[config.mk]
export PLATFORM = sky130hd
export DESIGN_NAME = wb_sim_ctrl
export DESIGN_NICKNAME = d
export VERILOG_FILES = /design/src/rtl/wb_sim_ctrl.sv
export SDC_FILE = /design/constraint.sdc
export NUM_CORES = 1
export LEC_CHECK = 0
export CAP_MARGIN = 20
export CORE_ASPECT_RATIO = 1.5
export CORE_MARGIN = 3
export CORE_UTILIZATION = 55
export DETAILED_ROUTE_END_ITERATION = 7
export GPL_TIMING_DRIVEN = 1
export PLACE_DENSITY_LB_ADDON = 0.12
export SLEW_MARGIN = 20
export SYNTH_ARGS = -nofsm -noshare
export SYNTH_HDL_FRONTEND = slang
export SYNTH_SLANG_ARGS = --single-unit
[constraint.sdc]
create_clock -name clk -period 4.8 [get_ports clk]
set_clock_uncertainty 0.2 [all_clocks]
set_input_delay 0.96 -clock clk [delete_from_list [all_inputs] [get_ports clk]]
set_output_delay 0.96 -clock clk [all_outputs]
set_load 0.05 [all_outputs]
[src/rtl/wb_sim_ctrl.sv]
// Wishbone simulation-control slave: console character FIFO, exit register,
// 64-bit cycle counter with watchdog, and a parametrised GPIO output register.
module wb_sim_ctrl #(
    parameter logic [63:0] MAX_CYCLES = 64'd0,
    parameter int          NUM_GPIO   = 64,
    parameter int          FIFO_DEPTH = 16,
    localparam int         FIFO_AW    = $clog2(FIFO_DEPTH)
) (
    input  logic                clk,
    input  logic                rst,
    input  logic [4:0]          i_wb_adr,
    input  logic [31:0]         i_wb_dat,
    input  logic [3:0]          i_wb_sel,
    input  logic                i_wb_we,
    input  logic                i_wb_cyc,
    input  logic                i_wb_stb,
    output logic [31:0]         o_wb_rdt,
    output logic                o_wb_ack,
    output logic                o_wb_err,
    output logic [7:0]          o_char_data,
    output logic                o_char_valid,
    input  logic                i_char_ready,
    output logic [NUM_GPIO-1:0] o_gpio,
    output logic                o_done,
    output logic                o_pass,
    output logic                o_timeout,
    output logic [31:0]         o_exit_code
);
    localparam logic [2:0] REG_CHAR    = 3'd0;
    localparam logic [2:0] REG_EXIT    = 3'd1;
    localparam logic [2:0] REG_CYC_LO  = 3'd2;
    localparam logic [2:0] REG_CYC_HI  = 3'd3;
    localparam logic [2:0] REG_GPIO_LO = 3'd4;
    localparam logic [2:0] REG_GPIO_HI = 3'd5;

    logic                ack_r, err_r;
    logic [31:0]         rdt_r;
    logic [7:0]          fifo_mem_r [FIFO_DEPTH];
    logic [FIFO_AW:0]    wr_ptr_r, rd_ptr_r;
    logic [FIFO_AW:0]    level_s;
    logic                fifo_empty_s, fifo_full_s, push_s, pop_s;
    logic [63:0]         cyc_cnt_r;
    logic [31:0]         cyc_hi_r;
    logic                done_r, pass_r, timeout_r;
    logic [31:0]         exit_code_r;
    logic [NUM_GPIO-1:0] gpio_r, gpio_nxt_s;
    logic [63:0]         gpio_rd_s;
    logic [2:0]          idx_s;
    logic                req_s, bad_adr_s, char_drop_s, resp_err_s, wr_ok_s, rd_ok_s;
    logic                exit_wr_s, wd_fire_s, gpio_wr_lo_s, gpio_wr_hi_s;
    logic [31:0]         rd_data_s;
    logic [1:0]          unused_adr_s;

    assign unused_adr_s = i_wb_adr[1:0];
    assign idx_s        = i_wb_adr[4:2];
    assign req_s        = i_wb_cyc & i_wb_stb & ~ack_r & ~err_r;

    // Extra pointer bit separates full (MSBs differ) from empty (pointers equal).
    assign level_s      = wr_ptr_r - rd_ptr_r;
    assign fifo_empty_s = (wr_ptr_r == rd_ptr_r);
    assign fifo_full_s  = (wr_ptr_r[FIFO_AW] != rd_ptr_r[FIFO_AW]) &&
                          (wr_ptr_r[FIFO_AW-1:0] == rd_ptr_r[FIFO_AW-1:0]);
    assign pop_s        = ~fifo_empty_s & i_char_ready;

    assign bad_adr_s    = idx_s[2] & idx_s[1];
    assign char_drop_s  = i_wb_we & (idx_s == REG_CHAR) & i_wb_sel[0] & fifo_full_s & ~pop_s;
    assign resp_err_s   = req_s & (bad_adr_s | char_drop_s);
    assign wr_ok_s      = req_s & i_wb_we & ~resp_err_s;
    assign rd_ok_s      = req_s & ~i_wb_we & ~resp_err_s;
    assign push_s       = wr_ok_s & (idx_s == REG_CHAR) & i_wb_sel[0];
    assign exit_wr_s    = wr_ok_s & (idx_s == REG_EXIT) & ~done_r;
    assign wd_fire_s    = (MAX_CYCLES != 64'd0) & ~done_r & (cyc_cnt_r == (MAX_CYCLES - 64'd1));
    assign gpio_wr_lo_s = wr_ok_s & (idx_s == REG_GPIO_LO);
    assign gpio_wr_hi_s = wr_ok_s & (idx_s == REG_GPIO_HI);

    for (genvar g = 0; g < NUM_GPIO; g++) begin : g_gpio_wr
        localparam int LANE = (g % 32) / 8;
        assign gpio_nxt_s[g] = (((g < 32) ? gpio_wr_lo_s : gpio_wr_hi_s) & i_wb_sel[LANE])
                               ? i_wb_dat[g % 32] : gpio_r[g];
    end

    for (genvar g = 0; g < 64; g++) begin : g_gpio_rd
        if (g < NUM_GPIO) begin : g_on
            assign gpio_rd_s[g] = gpio_r[g];
        end else begin : g_off
            assign gpio_rd_s[g] = 1'b0;
        end
    end

    // Read data multiplexer for the addressed register.
    always_comb begin
        rd_data_s = 32'd0;
        case (idx_s)
            REG_CHAR:    rd_data_s[FIFO_AW:0] = level_s;
            REG_EXIT:    rd_data_s = exit_code_r;
            REG_CYC_LO:  rd_data_s = cyc_cnt_r[31:0];
            REG_CYC_HI:  rd_data_s = cyc_hi_r;
            REG_GPIO_LO: rd_data_s = gpio_rd_s[31:0];
            REG_GPIO_HI: rd_data_s = gpio_rd_s[63:32];
            default:     rd_data_s = 32'd0;
        endcase
    end

    // Character storage; contents need no reset because the pointers gate visibility.
    always_ff @(posedge clk) begin
        if (push_s) begin
            fifo_mem_r[wr_ptr_r[FIFO_AW-1:0]] <= i_wb_dat[7:0];
        end
    end

    // Bus response, FIFO pointers, counter, exit/watchdog status and GPIO.
    always_ff @(posedge clk) begin
        if (rst) begin
            ack_r       <= 1'b0;
            err_r       <= 1'b0;
            rdt_r       <= 32'd0;
            wr_ptr_r    <= '0;
            rd_ptr_r    <= '0;
            cyc_cnt_r   <= 64'd0;
            cyc_hi_r    <= 32'd0;
            done_r      <= 1'b0;
            pass_r      <= 1'b0;
            timeout_r   <= 1'b0;
            exit_code_r <= 32'd0;
            gpio_r      <= '0;
        end else begin
            ack_r <= req_s & ~resp_err_s;
            err_r <= resp_err_s;
            rdt_r <= rd_ok_s ? rd_data_s : 32'd0;
            if (push_s) begin
                wr_ptr_r <= wr_ptr_r + {{FIFO_AW{1'b0}}, 1'b1};
            end
            if (pop_s) begin
                rd_ptr_r <= rd_ptr_r + {{FIFO_AW{1'b0}}, 1'b1};
            end
            if (rd_ok_s && (idx_s == REG_CYC_LO)) begin
                cyc_hi_r <= cyc_cnt_r[63:32];
            end
            // The counter holds its value on the edge that sets done.
            if (!done_r && !exit_wr_s && !wd_fire_s) begin
                cyc_cnt_r <= cyc_cnt_r + 64'd1;
            end
            if (exit_wr_s) begin
                done_r      <= 1'b1;
                exit_code_r <= i_wb_dat;
                pass_r      <= (i_wb_dat == 32'd0);
            end else if (wd_fire_s) begin
                done_r    <= 1'b1;
                timeout_r <= 1'b1;
                pass_r    <= 1'b0;
            end
            gpio_r <= gpio_nxt_s;
        end
    end

    assign o_wb_ack     = ack_r;
    assign o_wb_err     = err_r;
    assign o_wb_rdt     = rdt_r;
    assign o_char_valid = ~fifo_empty_s;
    assign o_char_data  = fifo_empty_s ? 8'd0 : fifo_mem_r[rd_ptr_r[FIFO_AW-1:0]];
    assign o_gpio       = gpio_r;
    assign o_done       = done_r;
    assign o_pass       = pass_r;
    assign o_timeout    = timeout_r;
    assign o_exit_code  = exit_code_r;
endmodule

After elaboration in Yosys (flattened, before gate mapping)
Memory sizes are Yosys's and may differ from the RTL's. A register that Yosys moved wholly into a read port is not among the register bits. Index checks and enable logic that the tools add are counted.

Flip-flop bits (word level): 238. RAM bits: 128. Input bits: 47. Output and inout bits: 142. Word-level logic and storage cells: 84. Memories kept: 1.

$add $sub $neg: 4. Eq/ne operators: 8. Multiplexer cells: 7. Bitwise gates (word level): 38. Reductions and logical operators: 8.

Memory list: fifo_mem_r (words 16, width 8, rd ports 1, clocked after Yosys merged registers in 1, wr ports 1, line 38) `logic [7:0] fifo_mem_r [FIFO_DEPTH];`.

Operator list (count): $pmux 27 s5 (1); $add 64x1->64 const B (1); $logic_not 32->1 (1); $pmux 5 s6 (1); $and 1x1->1 (29); $add 5x1->5 const B (2); $mux 4 (2); $mux 8 (1); $not 1->1 (8); $eq 3x2->1 const B (2); $eq 3x3->1 const B (2); $eq 5x5->1 (1); $sub 5x5->5 (1); $eq 4x4->1 (1); $eq 3x1->1 const B (1); $logic_and 1x1->1 (3); $logic_not 3->1 (1); $logic_not 1->1 (2); $mux 1 (2); $reduce_or 2->1 (1); $ne 1x1->1 (1); $or 1x1->1 (1).

Logic depth before layout (Yosys ltp)
Word-level depth: 13. Gate-level depth with buffers: 9.

Worst setup path before layout
Ideal clock, no wire load.

Kind: flip-flop to output port. From: register with a tool-made name. To: output o_char_data[0]. Data arrival time: 2.388 ns. Data required time: 3.640 ns. Path slack: 1.252 ns. Cell stages (with the launch flop): 6. Path through: dfxtp_1 > clkbuf_1 > buf_1 > mux4_2 > mux4_2 > and2_1.

RTL lines: to (decl) (line 20) `output logic [7:0] o_char_data,`.

==> metrics.yaml <==
outcome:
  outcome: "complete, no violations"
setup_path:
  critical-path-top-delay-family: "buffers and inverters"
  setup.worst_path.end_class: "primary output"
  critPathBufInv: 2
  slowest_stage: "clkdlybuf4s50_1"
  crit_fanout: 13
  critical_path_class: "register to primary output"
  crit_required_ps: 3640
  path_cells: "buf_4 > mux4_2 > mux4_2 > and2_1 > clkdlybuf4s50_1"
  critical_path_most_common_cell: "mux4_2"
  crit_path_max_incr_delay_ps: 700
  startpoint_type: "register"
  timing.critical_path.arrival_ps: 3380
sta:
  layout_min_cycle_time_ps: 4540
  max_clock_freq_mhz: 220
  finalHoldViolations: 0
  setup_repair_after_global_routing_missed_its_margin: "no"
  finalSetupViolCount: 0
  worst_slew_margin_rel_pct: 34.4
  tightestPinTransition_ps: 981
  setup_total_negative_slack_ps: 0
  drv_slew: 0
  min_period_over_period_pct: 94.5
synth:
  post_synth_inst_count: 1484
  synthMostInstantiatedCell: "dfxtp_1"
  post_synth_instance_area_um2: 15500
  synth_top_area_share_pct: 31.3
  netlist_top_cells_count: "dfxtp_1 (242), nand2_1 (224), a21oi_1 (178)"
  postSynthRegisterBits: 370
  synth_enable_flop_cells: 128
  synth_top_cell_by_area: "dfxtp_1"
  dominantRegCellSynth: "dfxtp_1"
  ys_async_sr_fraction_pct: 0
  synthTopCellsByArea: "dfxtp_1 (31%), edfxtp_1 (25%), mux4_2 (5.8%)"
  ys_seq_area_share_pct: 56.1
  yosysUniqueCellTypes: 59
  yosysWarnings: 0
  postSynthAreaPerCell_um2: 10.4
  synth_fp_nets: 1544
flow_run:
  max-cap-violations: 0
grt:
  largest_net_degree_at_the_start_of_global_routing: 85
  number_of_global_route_vias_before_repair: 12100
  grt_remaining_overflow: 0
  met2_grt_util_pct: 53.2
  number_of_antenna_violations_at_the_first_check_in_global_routing: 1
  grt_first_pass_wirelength_um: 70300
  use_met3_pct: 3.98
  grt.met1_usage_pct: 36.6
  grt_most_used_layer: "met2"
  grt_usage_pct: 30.5
cts:
  ctsHtreeMaxLevel: 2
  cts_buffers: 36
  clock-root-buffer: "clkbuf_16"
  numClockSinks: 370
  post_cts_repair_setup_buffers: 0
  cts_max_path_buffers: 3
  clk-insertion-delay-late_ps: 530
  clk_pin_slew_worst_paths_ps: 70
  ctsResizeCount: 0
  cts_tree: "yes"
  cts-hold-fix-buffers: 0
layout:
  nFillCells: 2074
  antennaDiodeCount: 0
  num-nets-final: 1715
  post-route-cell-area_um2: 18900
  areaGrowthSynthToFinish_pct: 22.4
  drive_above_1_share_pct: 9.52
routing:
  detailroute.via_count: 12300
  post-route-drc-count: 0
  avgViaCountPerCell: 6.10
  drtAntennaViolNets: 0
  dr.pass1.iters: 8
  drt_iter0_drc: 862
  route.final.wire_length_um: 46700
  wire_per_inst_um: 23.1
hold_path:
  hold_path_class: "register to register"
pwr:
  vdd_ir_drop_max_mv: 0.260
  power.leakage_uw: 0.00599
  powerDensity_nw_per_um2: 339
floorplanning:
  placeableCoreArea_um2: 27500
  floorplan.die.width_um: 143
  die_area_um2: 30200
  floorplan.initialDensity_pct: 56.3
  io_pins: 189
  rows: 74
  die_y_um: 211
placement:
  place_congestion: 0.988
  placed_cell_area_um2: 17700
  numPortBuffers: 185
  dp_hpwl_um: 34000
cell type report:
cell class / instances / area, µm² / area share [%]
repair buffers: 226 / 2160 / 11.4
inverters: 12 / 45.0 / 0.238
flip-flops and latches: 370 / 8690 / 45.9
clock inverters: 13 / 196 / 1.04
clock buffers: 51 / 1030 / 5.43
multi-input cells: 1009 / 6400 / 33.8
well taps: 342 / 428 / 2.26
state kept, by name (all words and copies together) (netlist names), 5 cells and up, named ones only:
register     cells
rd_ptr_r         5
cyc_hi_r        32
o_exit_code     32
wr_ptr_r         5
o_wb_rdt        32
fifo_mem_r     128
o_gpio          64
cyc_cnt_r       64
placed cells by master (no fill, tap or decap), types with 22 or more instances in the layout:
| cell type | n |
|---|---|
| mux2i_1 | 53 |
| buf_4 | 41 |
| clkdlybuf4s50_1 | 183 |
| mux4_2 | 40 |
| nor4_1 | 22 |
| edfxtp_1 | 128 |
| a21oi_1 | 178 |
| nand4_1 | 24 |
| nand2_1 | 224 |
| o21ai_0 | 71 |
| nand3_1 | 23 |
| clkbuf_16 | 37 |
| nor2_1 | 125 |
| dfxtp_1 | 241 |
metal layers:
metal  share of wire [%]  routed length, µm
met5               0.028                 13
met4                 5.7               2670
met3                 6.7               3130
met2                  51              23900
met1                  36              17000
power breakdown:
group	internal, µW	total, µW	switching [µW]
clock	1770	2940	1170
combinational	74.7	239	165
sequential	3240	3250	8.68
total	5090	6430	1350
worst register-to-register path, delay by kind of cell, from the launching register on:
| family | cells | cell delay [ps] |
|---|---|---|
| AO/OA/AOI/OAI | 1 | 150 |
| adder cells (fa/ha/maj) | 1 | 220 |
| flip-flops | 1 | 420 |
| AND/OR/NAND/NOR | 4 | 2120 |
metrics by stage:
stage	util, %	setup slack (ps)	power [µW]	hold slack, ps	std cells
after floorplan	-	1250	3430	233	1484
after global placement	64.4	746	3550	243	1959
after detailed placement	64.4	748	3560	248	1959
after CTS	68.9	190	6470	256	2023
after global routing	68.9	102	6600	273	2023
final	68.9	264	6430	255	2023
path summary, 6_finish.rpt:
check	endpoint	slack (ps)	depth (start not counted)	start
setup / recovery	o_char_data[4]	260	5	register
setup reg to reg	cyc_cnt_r[50]	1610	6	cyc_cnt_r[0]
hold / removal	cyc_hi_r[30]	250	2	cyc_hi_r[30]
hold reg to reg	cyc_hi_r[30]	250	2	cyc_hi_r[30]
cells by family after synthesis:
logic type,Yosys count,synth area share [%]
and+or+nand+nor,542,16.7
DFF,370,56.1
AOI/OAI and AO/OA,315,11.4
buffers and inverters,105,2.66
muxes,101,9.83
xor gates and xnor gates,37,2.09
adders and majority gates,13,1.10
other,1,0.0242
No activity file was read; power rests on OpenSTA's default activity.
